$ cat src/rtl/dmem_port_arbiter.sv
// Arbiter that shares the single-port data RAM between the host loader path and the core data port.
// Optional feature: define DMEM_ARB_RR_EN for round-robin conflict resolution (default: fixed core priority).
module dmem_port_arbiter #(
  parameter int AW       = 4,
  parameter int RD_LAT   = 1,
  parameter int MAX_WAIT = 8
) (
  input  logic          i_Clk,
  input  logic          i_Rst,
  input  logic          i_host_req,
  input  logic          i_host_we,
  input  logic [AW-1:0] i_host_addr,
  input  logic [31:0]   i_host_wdata,
  output logic          o_host_gnt,
  output logic          o_host_rvalid,
  output logic [31:0]   o_host_rdata,
  input  logic          i_core_req,
  input  logic          i_core_we,
  input  logic [3:0]    i_core_be,
  input  logic [AW-1:0] i_core_addr,
  input  logic [31:0]   i_core_wdata,
  output logic          o_core_gnt,
  output logic          o_core_rvalid,
  output logic [31:0]   o_core_rdata,
  output logic [AW-1:0] o_mem_addr,
  output logic [31:0]   o_mem_data,
  output logic          o_mem_wren,
  output logic [3:0]    o_mem_byteena,
  input  logic [31:0]   i_mem_q
);

  localparam int CW = $clog2(MAX_WAIT + 1);
  localparam logic [0:0] OWN_CORE = 1'b0;
  localparam logic [0:0] OWN_HOST = 1'b1;

  logic [CW-1:0]     host_wait_cnt;
  logic              force_host;
  logic              host_win;
  logic              core_win;
  logic              rd_gnt_p0;
  logic [AW-1:0]     addr_hold;
  logic [31:0]       data_hold;
  logic [RD_LAT-1:0] vld_p;
  logic [RD_LAT-1:0] own_p;
  logic              rsp_vld;
  logic [31:0]       host_rdata_hold;
  logic [31:0]       core_rdata_hold;

`ifdef DMEM_ARB_RR_EN
  logic [0:0] last_winner;

  always_ff @(posedge i_Clk) begin
    if (i_Rst) begin
      last_winner <= OWN_HOST;
    end else if (host_win) begin
      last_winner <= OWN_HOST;
    end else if (core_win) begin
      last_winner <= OWN_CORE;
    end
  end
`endif

  assign force_host = (host_wait_cnt == CW'(MAX_WAIT));

  // Grant decision: the starvation guard overrides either conflict policy.
  always_comb begin
    host_win = 1'b0;
    core_win = 1'b0;
    if (!i_Rst) begin
      if (i_host_req && i_core_req) begin
`ifdef DMEM_ARB_RR_EN
        host_win = force_host || (last_winner == OWN_CORE);
`else
        host_win = force_host;
`endif
        core_win = !host_win;
      end else begin
        host_win = i_host_req;
        core_win = i_core_req;
      end
    end
  end

  assign o_host_gnt = host_win;
  assign o_core_gnt = core_win;
  assign rd_gnt_p0  = (host_win && !i_host_we) || (core_win && !i_core_we);

  always_comb begin
    o_mem_addr    = addr_hold;
    o_mem_data    = data_hold;
    o_mem_wren    = 1'b0;
    o_mem_byteena = 4'b0000;
    if (host_win) begin
      o_mem_addr    = i_host_addr;
      o_mem_data    = i_host_wdata;
      o_mem_wren    = i_host_we;
      o_mem_byteena = i_host_we ? 4'b1111 : 4'b0000;
    end else if (core_win) begin
      o_mem_addr    = i_core_addr;
      o_mem_data    = i_core_wdata;
      o_mem_wren    = i_core_we;
      o_mem_byteena = i_core_we ? i_core_be : 4'b0000;
    end
  end

  always_ff @(posedge i_Clk) begin
    if (i_Rst) begin
      addr_hold <= '0;
      data_hold <= '0;
    end else if (host_win || core_win) begin
      addr_hold <= o_mem_addr;
      data_hold <= o_mem_data;
    end
  end

  always_ff @(posedge i_Clk) begin
    if (i_Rst) begin
      host_wait_cnt <= '0;
    end else if (!i_host_req || host_win) begin
      host_wait_cnt <= '0;
    end else if (!force_host) begin
      host_wait_cnt <= host_wait_cnt + CW'(1);
    end
  end

  // Stage p0 -> p[RD_LAT-1]: read ownership travels alongside the RAM latency.
  always_ff @(posedge i_Clk) begin
    if (i_Rst) begin
      vld_p <= '0;
      own_p <= '0;
    end else begin
      vld_p[0] <= rd_gnt_p0;
      own_p[0] <= host_win;
      for (int i = 1; i < RD_LAT; i++) begin
        vld_p[i] <= vld_p[i-1];
        own_p[i] <= own_p[i-1];
      end
    end
  end

  assign rsp_vld       = vld_p[RD_LAT-1] && !i_Rst;
  assign o_host_rvalid = rsp_vld && own_p[RD_LAT-1];
  assign o_core_rvalid = rsp_vld && !own_p[RD_LAT-1];
  assign o_host_rdata  = o_host_rvalid ? i_mem_q : host_rdata_hold;
  assign o_core_rdata  = o_core_rvalid ? i_mem_q : core_rdata_hold;

  // Read data is presented live on the valid cycle and held afterwards.
  always_ff @(posedge i_Clk) begin
    if (i_Rst) begin
      host_rdata_hold <= '0;
      core_rdata_hold <= '0;
    end else begin
      if (o_host_rvalid) host_rdata_hold <= i_mem_q;
      if (o_core_rvalid) core_rdata_hold <= i_mem_q;
    end
  end

endmodule

$ cat config.mk
export PLATFORM = sky130hd
export DESIGN_NAME = dmem_port_arbiter
export DESIGN_NICKNAME = d
export VERILOG_FILES = /design/src/rtl/dmem_port_arbiter.sv
export SDC_FILE = /design/constraint.sdc
export NUM_CORES = 1
export LEC_CHECK = 0
export ABC_CLOCK_PERIOD_IN_PS = 1600
export BUFFER_PORTS_ARGS = -buffer_cell sky130_fd_sc_hd__clkbuf_2
export CAP_MARGIN = 20
export CORE_UTILIZATION = 44
export CTS_CLUSTER_DIAMETER = 200
export CTS_CLUSTER_SIZE = 24
export DETAILED_ROUTE_END_ITERATION = 7
export PLACE_DENSITY = 0.78
export SKIP_CTS_REPAIR_TIMING = 1
export SLEW_MARGIN = 20
export SYNTH_ARGS = -nofsm -noshare
export SYNTH_HDL_FRONTEND = slang
export SYNTH_SLANG_ARGS = --single-unit
$ cat constraint.sdc
create_clock -name i_Clk -period 1.6 [get_ports i_Clk]
set_input_delay 0.32 -clock i_Clk [delete_from_list [all_inputs] [get_ports i_Clk]]
set_output_delay 0.32 -clock i_Clk [all_outputs]
set_load 0.01 [all_outputs]
==> impl_metrics.tcl, run 1 <==
set metrics [dict create \
    synth_compound_area_share_pct 21.94 \
    io_pins 223 \
    r2r_slack_ns 0 \
    yosysWarningCount 0 \
    path_delay_family "buffers and inverters" \
    synth_nets 645 \
    path_buf_inv 3 \
    coreArea_um2 11520 \
    clkLatencyLatePin_ns 0.35 \
    powerDensity_nw_per_um2 724.1 \
    min_to "vld_p$_SDFF_PP0_" \
    cp-end-kind "output pin" \
    yosysSeqAreaShare_pct 40.32 \
    worst_ep_arrival_time_ns 1.76 \
    row_count 39 \
    layout.cells.non_filler 973 \
    syn_avg_cell_area_um2 9.948 \
    drt_wl_total_um 17410 \
    num_vias 5230 \
    drv_cap 0 \
    cp_slowest_stage_delay_ns 0.33 \
    antenna_found_initial 0 \
    design_area_um2 8656 \
    ctsLongestPathBuffers 2 \
    place_ws_ns -0.1802 \
    violations "DRC, setup timing" \
    syn2layout_area_growth_pct 64.48 \
    synth.mux.area_fraction_pct 13.69 \
    holdPathStages 3 \
    clock-sinks 106 \
    die_w_um 111.4 \
    fin_skew_ns 0.009773 \
    setup_viol 108 \
    tightestPinTransition_ns 0.7717 \
    hp-class "in -> reg" \
    wl_per_cell_um 17.90 \
    placed_area_um2 7259 \
    final_common_cell "clkbuf_2" \
    cts_tree "yes" \
    grt_use_total_pct 22.70 \
    drc_errors 38 \
    maxSlewViolCount 0 \
    peakVddDrop_mv 0.5941 \
    r2r-start "host_wait_cnt[1]$_SDFFE_PP0P_" \
    dp_cells 947 \
    clkTransAtPathRegs_ns 0.07 \
    syn_inst 529 \
    synth_top_family_by_area "compound AO/OA/AOI/OAI gates" \
    synth.distinct_cells 29 \
    cts_buffers 9 \
    grt_start_max_net_pins 59 \
    start_kind "register" \
    yosys.area_share.xor_xnor_pct 0.3329 \
    critPathMaxFanout 29 \
    overflow 0 \
    die_y_um 111.4 \
    drtIter0Drc 437 \
    grt_pass1_wl_um 23140 \
    rsz0062_at_grt "yes" \
    clockRootBuffer "clkbuf_16" \
    cts.htree.levels 3 \
    status "finished, violations left" \
    layout_common_cells "clkbuf_2 (143), dfxtp_1 (102), buf_6 (81), buf_4 (78), nor2b_1 (64)" \
    layout_setup_ws_ns -0.4758 \
    crit_slowest_cell "dfxtp_2" \
    gp_congestion 0.7701 \
    final_antenna_net_count 0 \
    synthSimpleGateAreaFrac_pct 15.17 \
    netlist_area_um2 5263 \
    ys_ff_latch 106 \
    antenna_cells 0 \
    hp-start "i_core_we" \
    first_global_vias 5058 \
    final_nets 941 \
    max_freq_ghz 0.4817 \
    die-area_um2 12400 \
    total_power_mw 6.267 \
    hpwlAfterDp_um 10300 \
    period_needed_ns 2.076 \
    synthAdderAreaFrac_pct 0.4755 \
    start_util_pct 45.70 \
    dr.pass1.iters 6 \
    p_leak_nw 4.251 \
    hold_violations 0 \
    worst-setup-path-type "reg -> out" \
    cp_cell_sequence "inv_2 -> ha_4 -> nand3b_4 -> buf_12 -> a211o_1 -> nand2_1 -> buf_2" \
    relSlewSlack_pct 48.55 \
    fin_util_pct 75.16 \
    fin_crit_sh_pct 129.7 \
    reg2reg_depth 7 \
    portBuffers 222 \
    via_per_inst 5.375 \
    worstPathRequired_ns 1.28 \
    reg2reg_to "data_hold[17]$_SDFFE_PP0P_" \
    drive_above_1_share_pct 61.69 \
]
-- power by group --
group          switching, mW  internal [mW]  leakage [nW]
Combinational          0.620          0.673          3.25
Sequential            0.0440           2.71         0.862
Clock                   1.11           1.11         0.143
Total                   1.77           4.49          4.25
-- logic make-up (layout without fill, tap and decap cells) --
logic type,Yosys count,count (layout)
xor gates and xnor gates,2,2
adders and majority gates,2,2
and+or+nand+nor,150,151
muxes,64,64
buffers and inverters,88,388
AOI/OAI and AO/OA,117,117
DFF,106,106
-- flip-flops by register name, summed over array words and instances (netlist names) --
register	count
own_p	1
data_hold	32
addr_hold	4
core_rdata_hold	32
host_rdata_hold	32
vld_p	1
host_wait_cnt	4
-- Yosys cell counts (all sizes together) --
master    n  area share [%]
dfxtp   106              40
nand4b    1            0.29
clkbuf   22             1.6
buf      24             3.5
xor2      1            0.17
xnor2     1            0.17
a32oi    36             6.0
inv      42             3.0
a211o    36             6.0
ha        2            0.48
o21bai    1            0.21
mux2     64              14
nand3     1           0.095
nand2b    1            0.12
nor2     36             2.6
a22o      2            0.33
a21oi     2            0.19
and2      1            0.12
a32o      4            0.76
nor2b    65             7.7
nand3b    2            0.76
or2       1            0.12
nor3      4            0.38
a211oi   36             8.5
nand2    37             2.6
nor3b     1            0.36
-- worst reg2reg max path, delay by kind of cell (launching register included) --
kind	cells	cell delay [ns]
AOI/OAI and AO/OA	2	0.53
buffers and inverters	3	0.40
DFF	1	0.33
and+or+nand+nor	1	0.11
adders and majority gates	1	0.16
-- final cells by class --
class | instances | area (um^2)
Multi-Input combinational cell | 336 | 3311
Fill cell | 729 | 2860
Timing Repair Buffer | 330 | 2584
Sequential cell | 106 | 2130
Clock buffer | 9 | 225.2
Tap cell | 143 | 178.9
Inverter | 42 | 157.7
Clock inverter | 7 | 70.07
-- metrics by stage --
stage,setup TNS [ns],hold WS [ns]
2_1_floorplan,-0.03845,0.4240
3_3_place_gp,-8.763,0.4856
3_5_place_dp,-11.08,0.4920
4_1_cts,-43.08,0.3144
5_1_grt,-47.79,0.3230
6_report,-40.16,0.3216
-- per-layer routing --
layer | part of all wire [%] | track usage (%) | wire length, um | up-vias
li1 | - | - | - | 2458
met1 | 41 | 27.18 | 7144 | 2540
met2 | 51 | 40.67 | 8906 | 209
met3 | 6.4 | 5.716 | 1107 | 23
met4 | 1.5 | 5.405 | 255 | 0
met5 | 0 | 0 | 0 | -
-- worst max path at each step --
| stage | from | to | slack, ns | cells past startpoint |
|---|---|---|---|---|
| 2_1_floorplan | i_core_req | o_mem_data[8] | -0.02 | 6 |
| 3_3_place_gp | i_Rst | o_core_rdata[3] | -0.15 | 5 |
| 3_5_place_dp | i_Rst | o_core_rdata[13] | -0.18 | 5 |
| 4_1_cts | host_wait_cnt[1]$_SDFFE_PP0P_ | o_mem_byteena[2] | -0.49 | 7 |
| 5_1_grt | host_wait_cnt[1]$_SDFFE_PP0P_ | o_mem_data[22] | -0.56 | 7 |
| 6_report | host_wait_cnt[1]$_SDFFE_PP0P_ | o_mem_data[22] | -0.48 | 7 |
Power figures use the tool's default switching activity.
==> inputs of run 2 (changes only) <==
--- a/config.mk
+++ b/config.mk
@@ -8,6 +8,7 @@
 export ABC_CLOCK_PERIOD_IN_PS = 1600
 export BUFFER_PORTS_ARGS = -buffer_cell sky130_fd_sc_hd__clkbuf_2
 export CAP_MARGIN = 20
+export CORE_ASPECT_RATIO = 1.25
 export CORE_UTILIZATION = 44
 export CTS_CLUSTER_DIAMETER = 200
 export CTS_CLUSTER_SIZE = 24
==> impl_metrics.tcl, run 2 (synthesis gave the netlist of run 1 again) <==
set metrics [dict create \
    antenna_found_initial 0 \
    hold_violations 0 \
    maxSlewViolCount 0 \
    r2r_slack_ns 0 \
    holdPathStages 3 \
    portBuffers 222 \
    start_kind "register" \
    p_int_mw 4.787 \
    dr_wl_met3_um 1079 \
    min_to "data_hold[15]$_SDFFE_PP0P_" \
    start_util_pct 45.30 \
    die-area_um2 12400 \
    die_w_um 99.82 \
    hpwlAfterDp_um 11070 \
    fin_crit_sh_pct 129.2 \
    clkTransAtPathRegs_ns 0.07 \
    p_leak_nw 4.178 \
    p_sw_share_pct 26.17 \
    reg2reg_to "data_hold[31]$_SDFFE_PP0P_" \
    reg2reg_depth 7 \
    drc_errors 0 \
    syn2layout_area_growth_pct 62.41 \
    period_needed_ns 2.067 \
    r2r-start "host_wait_cnt[1]$_SDFFE_PP0P_" \
    final_common_cell "clkbuf_2" \
    place_ws_ns -0.2095 \
    grt_use_total_pct 23.91 \
    drive_above_1_share_pct 62.02 \
    clkLatencyLatePin_ns 0.35 \
    final_nets 951 \
    first_global_vias 5131 \
    die_y_um 124.3 \
    sequentialPowerShare_pct 42.5 \
    hp-class "in -> reg" \
    cts_tree "yes" \
    path_buf_inv 3 \
    cts_buffers 9 \
    fillers 758 \
    cp_slowest_stage_delay_ns 0.32 \
    setup_viol 110 \
    clock-sinks 106 \
    path_delay_family "buffers and inverters" \
    relSlewSlack_pct 61.66 \
    grt_start_max_net_pins 46 \
    layout.cells.non_filler 1001 \
    total_power_mw 6.484 \
    antenna_cells 0 \
    grt_pass1_wl_um 23780 \
    gp_congestion 0.7838 \
    violations "setup timing" \
    clockRootBuffer "clkbuf_16" \
    wl_per_cell_um 17.00 \
    drv_cap 0 \
    row_count 44 \
    final_antenna_net_count 0 \
    critPathMaxFanout 22 \
    peakVddDrop_mv 0.5936 \
    fin_util_pct 73.58 \
    hp-start "i_Rst" \
    top_layer "met4" \
    dp_cells 972 \
    top_regs "core_rdata_hold: 32 flops, data_hold: 32 flops, host_rdata_hold: 32 flops" \
    cts.htree.levels 3 \
    m1WireLength_um 6546 \
    layout_common_cells "clkbuf_2 (155), dfxtp_1 (102), buf_4 (91), nor2b_1 (64), buf_6 (53)" \
    coreArea_um2 11620 \
    cp_cell_sequence "inv_2 -> ha_4 -> nand4b_4 -> buf_12 -> a32oi_2 -> nand2_1 -> buf_2" \
    io_pins 223 \
    layout_setup_ws_ns -0.4669 \
    status "finished, violations left" \
    worst_ep_arrival_time_ns 1.75 \
    worstPathRequired_ns 1.28 \
    dr.pass1.iters 5 \
    cp-end-kind "output pin" \
    p_sw_mw 1.696 \
    crit_slowest_cell "dfxtp_2" \
    tightestPinTransition_ns 0.5751 \
    via_per_inst 5.264 \
    ctsLongestPathBuffers 2 \
    worst-setup-path-type "reg -> out" \
    drt_wl_total_um 17020 \
    powerDensity_nw_per_um2 758.6 \
    power_frac_comb_pct 20.1 \
    max_freq_ghz 0.4838 \
    fin_hold_ws_ns 0.3241 \
    p_clk_share_pct 37.3 \
    overflow 0 \
    rsz0062_at_grt "yes" \
    fin_skew_ns 0.006962 \
    dr_wl_met2_um 8919 \
    num_vias 5269 \
    drtIter0Drc 130 \
]
[run 2: cell types whose count changed in the layout (fill, tap and decap cells not counted), sizes merged]
| cell | delta |
|---|---|
| clkbuf | +13 |
| inv | -2 |
| bufinv | +2 |
| nand3b | -1 |
| buf | -2 |
[run 2: per-stage QoR]
stage	cell area, um^2	TNS (ns)
final	8547	-38.27
after global routing	8547	-46.79
after CTS	7674	-42.95
after detailed placement	7347	-12.70
after global placement	7347	-8.966
after floorplan	5393	-0.03845
[run 2: final cells by class]
type / count / area (um^2) / share of cell area (%)
repair buffers: 341 / 2546 / 29.79
inverters: 42 / 157.7 / 1.845
clock inverters: 7 / 101.3 / 1.186
clock buffers: 9 / 225.2 / 2.635
multi-input cells: 335 / 3186 / 37.27
flip-flops and latches: 106 / 2130 / 24.92
well taps: 161 / 201.4 / 2.357
[run 2: worst register-to-register path, stage by stage, from the launching register on]
cell and delay (ns):
dfxtp_2 0.32, inv_2 0.06, ha_4 0.16, nand3b_4 0.12
buf_12 0.18, a211o_1 0.31, buf_4 0.14, a211oi_2 0.23
[run 2: worst max-delay path by stage]
stage                                        from          endpoint  slack (ns)  cells after the start
global placement                            i_Rst  o_core_rdata[26]       -0.15                      5
CTS                 host_wait_cnt[0]$_SDFFE_PP0P_    o_mem_data[10]       -0.55                      7
finish              host_wait_cnt[1]$_SDFFE_PP0P_    o_mem_data[22]       -0.47                      7
detailed placement                          i_Rst  o_core_rdata[16]       -0.21                      5
floorplan                              i_core_req     o_mem_data[8]       -0.02                      6
global route        host_wait_cnt[0]$_SDFFE_PP0P_    o_mem_data[15]       -0.54                      7
[run 2: power groups by stage]
stage | sequential, mW | combinational (mW) | clock [mW]
after floorplan | 2.80 | 0.558 | 0
after global placement | 2.81 | 1.06 | 0
after detailed placement | 2.81 | 1.10 | 0
after CTS | 2.75 | 1.10 | 2.46
after global routing | 2.77 | 1.39 | 2.57
final | 2.76 | 1.31 | 2.42
[run 2: metal layers]
layer,up-vias,global-route usage (%)
met5,-,0
met4,0,10.29
met3,37,3.704
met2,250,44.18
met1,2506,26.53
li1,2476,-
